### src/rtl/keypad_scanner.sv
// ---------------------------------------------------------------------------
// keypad_scanner
//   Scans a 4x4 matrix keypad with a rotating one-cold column drive and
//   hands press/release qualification to an external debouncer.
//   The debouncer answers through high/low. A confirmed press is reported
//   as a hex key code with a one-clock keyValid strobe. keyHeld stays high
//   until the release is confirmed.
//
// Ports
//   clk        in   system clock, rising edge
//   rstn       in   asynchronous active-low reset
//   en         in   scan/step tick; the FSM and column rotation advance only when en=1
//   sense      in   [3:0] raw row lines, active-high, asynchronous to clk
//   senseSync  out  [3:0] synchronised row lines, also the debouncer input
//   activeCol  out  [3:0] one-cold column drive; the low bit is the driven column
//   req        out  debounce request, high from press detect through release
//   high       in   debouncer: stable-high (press) confirmed
//   low        in   debouncer: stable-low (release/bounce-off) confirmed
//   key        out  [3:0] hex code of the last confirmed key
//   keyValid   out  one-clock pulse on a newly confirmed press
//   keyHeld    out  high while the confirmed key is not yet released
// ---------------------------------------------------------------------------
module keypad_scanner (
    input  logic       clk,
    input  logic       rstn,
    input  logic       en,
    input  logic [3:0] sense,
    output logic [3:0] senseSync,
    output logic [3:0] activeCol,
    output logic       req,
    input  logic       high,
    input  logic       low,
    output logic [3:0] key,
    output logic       keyValid,
    output logic       keyHeld
);

    localparam int unsigned ROW_W = 4;
    localparam int unsigned COL_W = 4;
    localparam int unsigned KEY_W = 4;
    localparam int unsigned IDX_W = 2;

    localparam logic [COL_W-1:0] COL_RESET = COL_W'(4'b1110);

    typedef enum logic [1:0] {
        ST_SCAN    = 2'd0,
        ST_PRESS   = 2'd1,
        ST_HELD    = 2'd2,
        ST_RELEASE = 2'd3
    } state_e;

    // Index of the lowest set row bit; lower rows take priority.
    function automatic logic [IDX_W-1:0] lowest_row(input logic [ROW_W-1:0] rows);
        logic [IDX_W-1:0] idx;
        idx = IDX_W'(0);
        for (int i = ROW_W - 1; i >= 0; i--) begin
            if (rows[i]) begin
                idx = IDX_W'(i);
            end
        end
        return idx;
    endfunction

    // Column index of the single low bit in a one-cold drive pattern.
    function automatic logic [IDX_W-1:0] col_index(input logic [COL_W-1:0] col);
        logic [IDX_W-1:0] idx;
        case (col)
            4'b1110: idx = IDX_W'(0);
            4'b1101: idx = IDX_W'(1);
            4'b1011: idx = IDX_W'(2);
            4'b0111: idx = IDX_W'(3);
            default: idx = IDX_W'(0);
        endcase
        return idx;
    endfunction

    // Keypad legend: row-major, columns 0..3 within each row.
    function automatic logic [KEY_W-1:0] key_map(input logic [IDX_W-1:0] r,
                                                 input logic [IDX_W-1:0] c);
        logic [KEY_W-1:0] code;
        case ({r, c})
            4'h0: code = KEY_W'(4'h1);
            4'h1: code = KEY_W'(4'h2);
            4'h2: code = KEY_W'(4'h3);
            4'h3: code = KEY_W'(4'hA);
            4'h4: code = KEY_W'(4'h4);
            4'h5: code = KEY_W'(4'h5);
            4'h6: code = KEY_W'(4'h6);
            4'h7: code = KEY_W'(4'hB);
            4'h8: code = KEY_W'(4'h7);
            4'h9: code = KEY_W'(4'h8);
            4'hA: code = KEY_W'(4'h9);
            4'hB: code = KEY_W'(4'hC);
            4'hC: code = KEY_W'(4'hE);
            4'hD: code = KEY_W'(4'h0);
            4'hE: code = KEY_W'(4'hF);
            default: code = KEY_W'(4'hD);
        endcase
        return code;
    endfunction

    state_e           state_q, state_d;
    logic [ROW_W-1:0] sync1_q, sync2_q;
    logic [COL_W-1:0] col_q, col_d;
    logic [IDX_W-1:0] row_q, row_d;
    logic [KEY_W-1:0] key_q, key_d;
    logic             key_valid_q, key_valid_d;
    logic             key_held_q, key_held_d;
    logic             req_q, req_d;

    // Two-flop synchroniser for the asynchronous row lines, free-running.
    always_ff @(posedge clk or negedge rstn) begin
        if (!rstn) begin
            sync1_q <= '0;
            sync2_q <= '0;
        end else begin
            sync1_q <= sense;
            sync2_q <= sync1_q;
        end
    end

    // State and output registers.
    always_ff @(posedge clk or negedge rstn) begin
        if (!rstn) begin
            state_q     <= ST_SCAN;
            col_q       <= COL_RESET;
            row_q       <= '0;
            key_q       <= '0;
            key_valid_q <= 1'b0;
            key_held_q  <= 1'b0;
            req_q       <= 1'b0;
        end else begin
            state_q     <= state_d;
            col_q       <= col_d;
            row_q       <= row_d;
            key_q       <= key_d;
            key_valid_q <= key_valid_d;
            key_held_q  <= key_held_d;
            req_q       <= req_d;
        end
    end

    // Next-state and registered-output logic; everything holds unless en ticks.
    always_comb begin
        state_d     = state_q;
        col_d       = col_q;
        row_d       = row_q;
        key_d       = key_q;
        key_valid_d = 1'b0;
        key_held_d  = key_held_q;
        req_d       = req_q;

        if (en) begin
            case (state_q)
                ST_SCAN: begin
                    if (sync2_q != '0) begin
                        // Freeze the column and remember which row fired.
                        row_d   = lowest_row(sync2_q);
                        req_d   = 1'b1;
                        state_d = ST_PRESS;
                    end else begin
                        col_d = {col_q[COL_W-2:0], col_q[COL_W-1]};
                    end
                end
                ST_PRESS: begin
                    // A confirmed press outranks a simultaneous bounce-off.
                    if (high) begin
                        key_d       = key_map(row_q, col_index(col_q));
                        key_valid_d = 1'b1;
                        key_held_d  = 1'b1;
                        state_d     = ST_HELD;
                    end else if (low) begin
                        req_d   = 1'b0;
                        state_d = ST_SCAN;
                    end
                end
                ST_HELD: begin
                    if (sync2_q == '0) begin
                        state_d = ST_RELEASE;
                    end
                end
                ST_RELEASE: begin
                    // Re-press takes priority here too; the key is not re-reported.
                    if (high) begin
                        state_d = ST_HELD;
                    end else if (low) begin
                        key_held_d = 1'b0;
                        req_d      = 1'b0;
                        state_d    = ST_SCAN;
                    end
                end
                default: begin
                    state_d = ST_SCAN;
                end
            endcase
        end
    end

    assign senseSync = sync2_q;
    assign activeCol = col_q;
    assign req       = req_q;
    assign key       = key_q;
    assign keyValid  = key_valid_q;
    assign keyHeld   = key_held_q;

endmodule

### config.mk
export PLATFORM = sky130hd
export DESIGN_NAME = keypad_scanner
export DESIGN_NICKNAME = d
export VERILOG_FILES = /design/src/rtl/keypad_scanner.sv
export SDC_FILE = /design/constraint.sdc
export NUM_CORES = 1
export LEC_CHECK = 0
export CAP_MARGIN = 15
export CORE_ASPECT_RATIO = 1.4
export CORE_MARGIN = 2
export CORE_UTILIZATION = 54
export CTS_CLUSTER_SIZE = 40
export DETAILED_ROUTE_END_ITERATION = 8
export DONT_BUFFER_PORTS = 1
export PLACE_DENSITY = 0.72
export SETUP_SLACK_MARGIN = 0.2
export SLEW_MARGIN = 20
export SYNTH_ARGS = -nofsm -noshare
export SYNTH_HDL_FRONTEND = slang
export SYNTH_SLANG_ARGS = --single-unit
export TNS_END_PERCENT = 100
### constraint.sdc
create_clock -name clk -period 1.63 [get_ports clk]
set_clock_uncertainty 0.2 [all_clocks]
set_input_delay 0.0815 -clock clk [delete_from_list [all_inputs] [get_ports clk]]
set_output_delay 0.0815 -clock clk [all_outputs]
set_load 0.05 [all_outputs]
==> impl_metrics.env <==
export IMPL_drt_wl_total_microns=2260
export IMPL_crit_required_ps=1640
export IMPL_powerDensity_nw_per_um2=1180
export IMPL_antenna_left=0
export IMPL_fill_cells=105
export IMPL_core_area_sq_um=1800
export IMPL_worstSetupPathType="flip-flop to flip-flop"
export IMPL_cp_end_kind="flip-flop"
export IMPL_power_share_clock_pct=14.7
export IMPL_cts_made_buffers=3
export IMPL_ir_drop_mv=1.06
export IMPL_r2r_end="key[2]$_DFFE_PN0P_"
export IMPL_slew_headroom_pct=65.1
export IMPL_layout_min_cycle_time_ps=1880
export IMPL_rsz0062_at_grt="true"
export IMPL_slew_violations=0
export IMPL_tns_ps=-823
export IMPL_min_delay_start="en"
export IMPL_max_slew_worst_pin_slew_ps=523
export IMPL_reg2reg_from="activeCol[1]$_DFFE_PN1P_"
export IMPL_ys_warn_count=0
export IMPL_holdPathEnd="state_q[0]$_DFFE_PN0P_"
export IMPL_place_congestion=0.792
export IMPL_worst_slack_ps=-246
export IMPL_pin_count=24
export IMPL_hold_depth=3
export IMPL_max_freq_mhz=533
export IMPL_hold_viol_final=0
export IMPL_grt_max_degree=24
export IMPL_reg2regPathDepth=8
export IMPL_die_width_microns=41.4
export IMPL_final_nets=142
export IMPL_avgSynthCellArea_sq_um=11.5
export IMPL_yosysSeqAreaShare_pct=54.7
export IMPL_path_clk_slew_ps=130
export IMPL_fp_dieH_microns=56.4
export IMPL_status="finished, violations left"
export IMPL_grt_total_usage_pct=20.4
export IMPL_seqPwrFrac_pct=51.1
export IMPL_dr_pass1_iters=4
export IMPL_syn_num_nets=106
export IMPL_hp_class="input pin to flip-flop"
export IMPL_syn_area_sq_um=1060
export IMPL_critPathMaxFanout=4
export IMPL_cts_htree_levels=1
export IMPL_antenna_found_initial=0
export IMPL_maxCapViolCount=0
export IMPL_cts_tree="done"
export IMPL_clock_latency_ps=310
export IMPL_dp_hpwl_microns=1450
export IMPL_setup_viol=4
export IMPL_clkSinkCount=23
export IMPL_grt_remaining_overflow=0
export IMPL_wl_per_cell_microns=15.4
export IMPL_ys_ff_latch=23
export IMPL_seq_area_sq_um=594
export IMPL_num_vias=808
export IMPL_multi_input_area_sq_um=513
export IMPL_pwr_share_comb_pct=34.2
export IMPL_synth_distinct_cells=27
export IMPL_area_growth_pct=40.9
export IMPL_n_antenna_cell=0
export IMPL_drive_above_1_share_pct=44.1
export IMPL_start_kind="flip-flop"
export IMPL_place_inst=130
export IMPL_drc=0
export IMPL_start_util_pct=58.7
export IMPL_port_buffers=0
export IMPL_fin_cells=147
export IMPL_initialDrtViolationCount=9
export IMPL_grt_pass1_wl_microns=3730
export IMPL_cts_buffer_depth=2
export IMPL_cp_arrival_ps=1880
export IMPL_grt_pass1_vias=832
export IMPL_violations="negative setup slack"
export IMPL_rows=18
export IMPL_period_share_pct=115
export IMPL_p_switching_mw=0.716
export IMPL_die_area_sq_um=2340
export IMPL_r2r_slack_ps=-250
export IMPL_clockRootBuffer="clkbuf_4"
export IMPL_p_int_mw=1.05
export IMPL_switching_share_pct=40.5
export IMPL_syn_inst=92
export IMPL_viasPerCell=5.50
export IMPL_p_leak_nw=0.713
## stage by stage
stage | utilization [%] | power (mW) | hold WS [ps] | instance area [sq um] | worst slack [ps]
after CTS | 81.2 | 1.76 | 116 | 1460 | -263
after floorplan | - | 1.29 | -414 | 1100 | -330
final | 82.8 | 1.77 | 53.3 | 1490 | -246
after detailed placement | 70.6 | 1.44 | -414 | 1270 | -285
after global placement | 70.6 | 1.43 | -414 | 1270 | -235
after global routing | 82.8 | 1.87 | 77.5 | 1490 | -360
## how the worst max path moves through the flow
| stage | from | end | slack, ps | depth (start not counted) |
|---|---|---|---|---|
| CTS | activeCol[3]$_DFFE_PN1P_ | key[2]$_DFFE_PN0P_ | -260 | 8 |
| global placement | activeCol[3]$_DFFE_PN1P_ | key[2]$_DFFE_PN0P_ | -230 | 8 |
| global route | activeCol[1]$_DFFE_PN1P_ | key[2]$_DFFE_PN0P_ | -360 | 8 |
| floorplan | activeCol[3]$_DFFE_PN1P_ | key[1]$_DFFE_PN0P_ | -330 | 6 |
| detailed placement | activeCol[3]$_DFFE_PN1P_ | key[2]$_DFFE_PN0P_ | -280 | 8 |
| finish | activeCol[1]$_DFFE_PN1P_ | key[2]$_DFFE_PN0P_ | -250 | 8 |
## cells in the final DEF, fill, tap and decap left out, drive strengths merged, types with 2 or more instances in the layout
master	n
o21ai	8
ha	5
clkbuf	3
and2b	2
dfstp	3
buf	26
xnor2	2
a21oi	4
mux2	4
o21a	5
mux2i	3
dlygate4sd3	7
dfrtp	20
nor2	3
inv	5
nand3	4
nand2	10
## sequential cells by signal, indices dropped and copies added, names as in the netlist, named ones only
signal,cells
sync1_q,4
row_q,2
activeCol,4
key,4
keyValid,1
state_q,1
senseSync,4
keyHeld,1
req,1
## per-layer routing
| metal | routed length [microns] | global-route usage [%] |
|---|---|---|
| met4 | 0 | 7.83 |
| met1 | 912 | 24.3 |
| met2 | 1280 | 36.2 |
| met3 | 71 | 3.22 |
| met5 | 0 | 0 |
## layout make-up
type                       instances  area share (%)
sequential                        23            39.8
inverter                           5            1.26
clock inverter                     1           0.336
multi-input combinational         61            34.4
tap                               20            1.68
clock buffer                       3            1.51
timing repair buffer              34            21.0
## what timing repair did
item | CTS | global route
pin swaps | 3 | 2
hold buffers | 8 | 1
endpoints found under the setup margin | 13 | 16
hold endpoints to repair | 36 | 23
setup buffers | 3 | 1
gates resized for setup | 17 | 7
## logic make-up (layout without fill, tap and decap cells)
| group | Yosys count | count (layout) | synth area share [%] |
|---|---|---|---|
| buffers and inverters | 8 | 43 | 2.84 |
| adder cells (fa/ha/maj) | 5 | 5 | 5.91 |
| AO/OA/AOI/OAI | 23 | 23 | 13.9 |
| multiplexers | 7 | 7 | 7.09 |
| AND/OR/NAND/NOR | 23 | 23 | 13.0 |
| XOR/XNOR | 3 | 3 | 2.48 |
| flip-flops | 23 | 23 | 54.7 |
## cells in the mapped netlist
master    count  area share (%)
a211oi_1      1            0.71
a21oi_1       4             1.9
a22o_2        1            0.95
a31oi_1       1            0.59
a32o_1        1            0.95
and2b_2       2             1.7
clkbuf_1      3             1.1
dfrtp_1      20              47
dfstp_2       3             7.4
ha_1          5             5.9
inv_1         5             1.8
mux2_2        4             4.3
mux2i_1       3             2.8
nand2_1       9             3.2
nand2_4       1             1.1
nand3_1       4             1.9
nand3b_1      1            0.71
nand4b_1      1            0.83
nor2_1        3             1.1
nor2b_1       1            0.59
nor4_4        1             2.0
o21a_1        5             3.5
o21ai_0       8             3.8
o221ai_1      1            0.83
o31ai_1       1            0.71
xnor2_1       2             1.7
xor2_1        1            0.83
## power by group through the flow
stage	clock network, mW	logic (mW)	registers, mW
floorplan	0	0.318	0.971
global placement	0	0.519	0.906
detailed placement	0	0.532	0.911
CTS	0.260	0.599	0.899
global route	0.292	0.654	0.925
finish	0.259	0.604	0.903
## critical path: stages (launching register included)
cell,delay (ps)
dfstp_4,660
xor2_2,150
nand3_2,140
inv_2,120
ha_4,190
nand2_1,60
nor2_1,40
a21oi_1,140
o21ai_1,80
Power figures use the tool's default switching activity.
